==> src/rtl/my_pc_seq.sv <==
// 16-bit program-counter sequencer with a hardware return-address stack.
// Optional breakpoint logic is enabled by defining MY_PC_BRKPT_EN.

module my_inc16 (
    input  logic [15:0] in,
    output logic [15:0] out
);
    assign out = in + 16'd1;
endmodule

module my_pc_seq #(
    parameter int unsigned DEPTH     = 8,
    parameter logic [15:0] RESET_VEC = 16'h0
) (
    input  logic                       clk,
    input  logic                       reset,
    input  logic [15:0]                in,
    input  logic                       load,
    input  logic                       call,
    input  logic                       ret,
    input  logic                       inc,
`ifdef MY_PC_BRKPT_EN
    input  logic [15:0]                brk_addr,
    input  logic                       brk_en,
    input  logic                       resume,
    output logic                       brk_hit,
`endif
    output logic [15:0]                out,
    output logic [$clog2(DEPTH):0]     depth_cnt,
    output logic                       err_ovf,
    output logic                       err_unf
);
    localparam int unsigned AW = $clog2(DEPTH);
    localparam int unsigned CW = AW + 1;
    localparam logic [CW-1:0] FULL = CW'(DEPTH);

    logic [15:0]   pc_q, pc_d, pc_inc;
    logic [CW-1:0] depth_q, depth_d, depth_m1;
    logic          ovf_q, ovf_d, unf_q, unf_d;
    logic          push;
    logic          frozen;
    logic [15:0]   stack_q [DEPTH];

    my_inc16 u_inc (
        .in  (pc_q),
        .out (pc_inc)
    );

`ifdef MY_PC_BRKPT_EN
    assign brk_hit = brk_en & (pc_q == brk_addr) & ~resume;
    assign frozen  = brk_hit;
`else
    assign frozen  = 1'b0;
`endif

    assign depth_m1 = depth_q - CW'(1);

    always_comb begin
        pc_d    = pc_q;
        depth_d = depth_q;
        ovf_d   = ovf_q;
        unf_d   = unf_q;
        push    = 1'b0;
        if (!frozen) begin
            if (load) begin
                pc_d = in;
            end else if (call) begin
                if (depth_q < FULL) begin
                    push    = 1'b1;
                    depth_d = depth_q + CW'(1);
                    pc_d    = in;
                end else begin
                    ovf_d = 1'b1;
                end
            end else if (ret) begin
                if (depth_q != '0) begin
                    depth_d = depth_m1;
                    pc_d    = stack_q[depth_m1[AW-1:0]];
                end else begin
                    unf_d = 1'b1;
                end
            end else if (inc) begin
                pc_d = pc_inc;
            end
        end
    end

    always_ff @(posedge clk) begin
        if (reset) begin
            pc_q    <= RESET_VEC;
            depth_q <= '0;
            ovf_q   <= 1'b0;
            unf_q   <= 1'b0;
        end else begin
            pc_q    <= pc_d;
            depth_q <= depth_d;
            ovf_q   <= ovf_d;
            unf_q   <= unf_d;
        end
    end

    // Stack storage needs no reset; entries are never read above depth_cnt.
    always_ff @(posedge clk) begin
        if (push && !reset) begin
            stack_q[depth_q[AW-1:0]] <= pc_inc;
        end
    end

    assign out       = pc_q;
    assign depth_cnt = depth_q;
    assign err_ovf   = ovf_q;
    assign err_unf   = unf_q;

endmodule
==> config.mk <==
export PLATFORM = sky130hd
export DESIGN_NAME = my_pc_seq
export DESIGN_NICKNAME = d
export VERILOG_FILES = /design/src/rtl/my_pc_seq.sv
export SDC_FILE = /design/constraint.sdc
export NUM_CORES = 1
export LEC_CHECK = 0
export ABC_AREA = 1
export BUFFER_PORTS_ARGS = -buffer_cell sky130_fd_sc_hd__buf_2
export CAP_MARGIN = 20
export CORE_MARGIN = 2
export CORE_UTILIZATION = 60
export CTS_CLUSTER_SIZE = 8
export DETAILED_ROUTE_END_ITERATION = 8
export PLACE_DENSITY = 0.8
export SYNTH_ARGS = -nofsm -noshare
export SYNTH_HDL_FRONTEND = slang
export SYNTH_SLANG_ARGS = --single-unit
export TNS_END_PERCENT = 30
==> constraint.sdc <==
create_clock -name clk -period 3.09 [get_ports clk]
set_input_delay 0.1545 -clock clk [delete_from_list [all_inputs] [get_ports clk]]
set_output_delay 0.1545 -clock clk [all_outputs]
set_load 0.01 [all_outputs]
==> summary.txt <==
Worst setup path
  • WS Path Type: reg -> reg
  • CP required: 3.56 ns
  • CP Capture Type: flip-flop
  • Cell mode on critical path: nand3_1
  • Crit-path cells: clkinv_1, ha_1, buf_4, o21ai_0, o22ai_1, nand2_1, nand3_1, nand3_1, a21oi_1
  • FF-to-FF setup slack: 0.60 ns
  • Crit start category: flip-flop
  • CP max-delay cell: buf_4
  • Slowest stage delay, CP: 0.44 ns
  • Crit Path Max Fanout: 48
  • Arrival time at the worst endpoint: 2.96 ns
  • Delay-heaviest family, CP: buffers and inverters
  • Critical path buffers and inverters: 2

Die
  • Die area: 0.01211 mm2
  • DIE HEIGHT: 110.0 um
  • Top Ports: 44
  • Core Box Area: 0.01089 mm2
  • Placement row count: 38
  • DIE WIDTH: 110.0 um
  • Initial Util: 61.96%

CTS
  • H-tree Lvls: 4
  • TritonCTS Buffers: 17
  • Clock slew at reported path FFs: 0.07 ns
  • Root Buffer: clkbuf_8
  • Post-cts resize count: 0
  • TritonCTS clock tree: built
  • Clock Sink Count: 150
  • Clock buffer depth: 2
  • Clock latency on the worst-skew pair: 0.53 ns

Route
  • Post-Route WL: 16.50 mm
  • Routed WL per cell: 19.05 um
  • Initial drt markers: 812
  • Via count: 5164
  • Routed Antenna Nets: 0
  • Pre-antenna DRT Iters: 6
  • DRC viols: 0
  • Vias per inst: 5.963

Placement
  • Detailed Place HPWL: 9.897 mm
  • Final GP Congestion: 0.8692
  • Number of port buffers: 43

Logic synthesis
  • Register area share after synthesis: 63.50%
  • Syn Area/Cell: 10.19 um2
  • Synthesized area: 0.006746 mm2
  • Dominant synthesized flop cell: edfxtp_1
  • Synth async-reset ratio: 0%
  • Netlist cell types: 35
  • Cells after Synth: 662
  • Number of synthesized flops with an enable pin: 128
  • Yosys warning total: 0
  • Syn Nets: 688
  • Synthesized flop and latch total: 150

Worst hold path
  • Min-delay worst type: in -> reg

Layout
  • Diode count: 0
  • Area Overhead vs Synth: 13.74%
  • Nets: 739
  • Share of layout cells above drive strength 1: 15.84%
  • FILL cells: 714

Global routing
  • Tot GR Track Use: 29.55%
  • Largest net degree at the start of global routing: 68
  • Number of antenna violations at the first check in global routing: 0
  • Global route overflow: 0
  • Vias in the first global route: 4983
  • First-pass GRT wire length: 25.98 mm

Timing
  • Worst slew margin: 52.73%
  • Worst Tran Pin Value: 0.7090 ns
  • Post-layout min period: 2.492 ns
  • Max Clk Rate: 0.4012 GHz
  • RSZ-0062 raised after global routing: no
  • Sum Neg Setup Slack: 0 ns
  • Clock skew: 0.004571 ns
  • Fin crit share: 80.66%
  • Final Hold Viols: 0
  • Max Transition Viols Final: 0
  • Final setup fails: 0

Power and ir drop
  • Pleak: 0.002869 uW
  • Pwr Density: 649.5 mW/mm2
  • Max VDD drop: 0.3806 mV
  • Total Power: 4984 uW

Flow run
  • Max Cap Viol: 0

Outcome
  • Status: complete, no violations
==> through the flow <==
step | area [um2] | hold WS, ns | instances | utilization [%] | worst slack [ns]
6_report | 7674 | 0.01344 | 866 | 70.48 | 0.5976
5_1_grt | 7674 | 0.01904 | 866 | 70.48 | 0.4306
4_1_cts | 7674 | 0.0005205 | 866 | 70.48 | 0.6699
3_5_place_dp | 7068 | 0.4546 | 827 | 64.92 | 0.6986
3_3_place_gp | 7068 | 0.4392 | 827 | 64.92 | 0.7995
2_1_floorplan | 6746 | 0.2169 | 662 | - | 0.2236
==> power breakdown <==
part | internal (uW) | total (uW) | switching, uW
Sequential | 2280 | 2330 | 52.1
Clock | 1000 | 1870 | 863
Combinational | 243 | 786 | 543
==> flip-flops by register name, indices dropped and copies added (netlist names) <==
signal and flops:
stack_q 128, depth_cnt 4, out 16, err_unf 1
err_ovf 1
==> worst register-to-register path: cells and delay by family, from the launching register on <==
kind,cells,cell delay (ns)
AND/OR/NAND/NOR,3,0.30
adder cells (fa/ha/maj),1,0.41
flip-flops,1,0.41
AO/OA/AOI/OAI,3,0.57
buffers and inverters,2,0.75
==> routing by layer <==
metal	global-route usage (%)	vias to the layer above	share of wire, %
met5	0	-	0
met4	11.48	0	2.1
met3	6.584	34	12
met2	44.39	324	46
met1	42.37	2411	40
li1	-	2395	-
==> cells in the mapped netlist, types with 3 or more instances <==
cell / number / area [um2]
nand2_1: 113 / 424.2
buf_4: 7 / 52.55
dfxtp_1: 22 / 440.4
inv_2: 4 / 15.01
clkbuf_1: 9 / 33.78
nor3_1: 5 / 25.02
xor2_1: 7 / 61.31
nand3_1: 55 / 275.3
a21oi_1: 26 / 130.1
inv_1: 29 / 108.9
nor2_1: 125 / 469.2
buf_6: 6 / 67.56
buf_2: 8 / 40.04
a21oi_2: 4 / 35.03
and2_1: 3 / 18.77
o211ai_1: 9 / 67.56
o22ai_1: 8 / 50.05
edfxtp_1: 128 / 3844
o211ai_2: 3 / 37.54
o21ai_1: 8 / 40.04
nand4_1: 4 / 25.02
o21ai_0: 59 / 295.3
ha_1: 4 / 50.05
==> cell usage in the layout, fill, tap and decap left out, drive strengths merged, types with 2 or more instances in the layout <==
cell type	count
clkinvlp	2
ha	4
dfxtp	22
and2	3
o21ai	67
o22ai	8
clkinv	8
xor2	7
clkbuf	17
nand3	58
o211ai	12
nor4	2
nor3	5
edfxtp	128
inv	40
buf	57
nor2	127
nand4	5
a21oi	30
nand2	114
dlygate4sd3	7
==> repair_timing <==
item | CTS | global route
setup buffers | 0 | 0
hold endpoints to repair | 14 | 0
hold buffers | 7 | 0
==> worst paths after layout <==
kind | from | end | cells after the start
hold reg to reg | err_ovf | err_ovf | 2
setup / recovery | depth_cnt[1] | out[6] | 9
setup reg to reg | depth_cnt[1] | out[6] | 9
hold / removal | in[13] | out[13] | 5
==> final cells by class <==
class / instances / area [um2] / area share [%]
sequential: 150 / 4285 / 55.85
multi-input combinational: 445 / 2153 / 28.06
clock buffer: 17 / 414.1 / 5.397
timing repair buffer: 64 / 390.4 / 5.087
tap: 140 / 175.2 / 2.283
inverter: 35 / 133.9 / 1.745
clock inverter: 15 / 121.4 / 1.582
==> cell families (layout without fill, tap and decap cells) <==
group / count (synthesis) / count (layout) / share of synthesized area (%)
compound gates: 118 / 118 / 9.829
xor+xnor: 8 / 8 / 1.317
fa+ha+maj: 4 / 4 / 0.7419
buf+inv: 67 / 131 / 4.970
flops: 150 / 150 / 63.50
simple gates: 315 / 315 / 19.64
(Power assumes the default switching activity.)
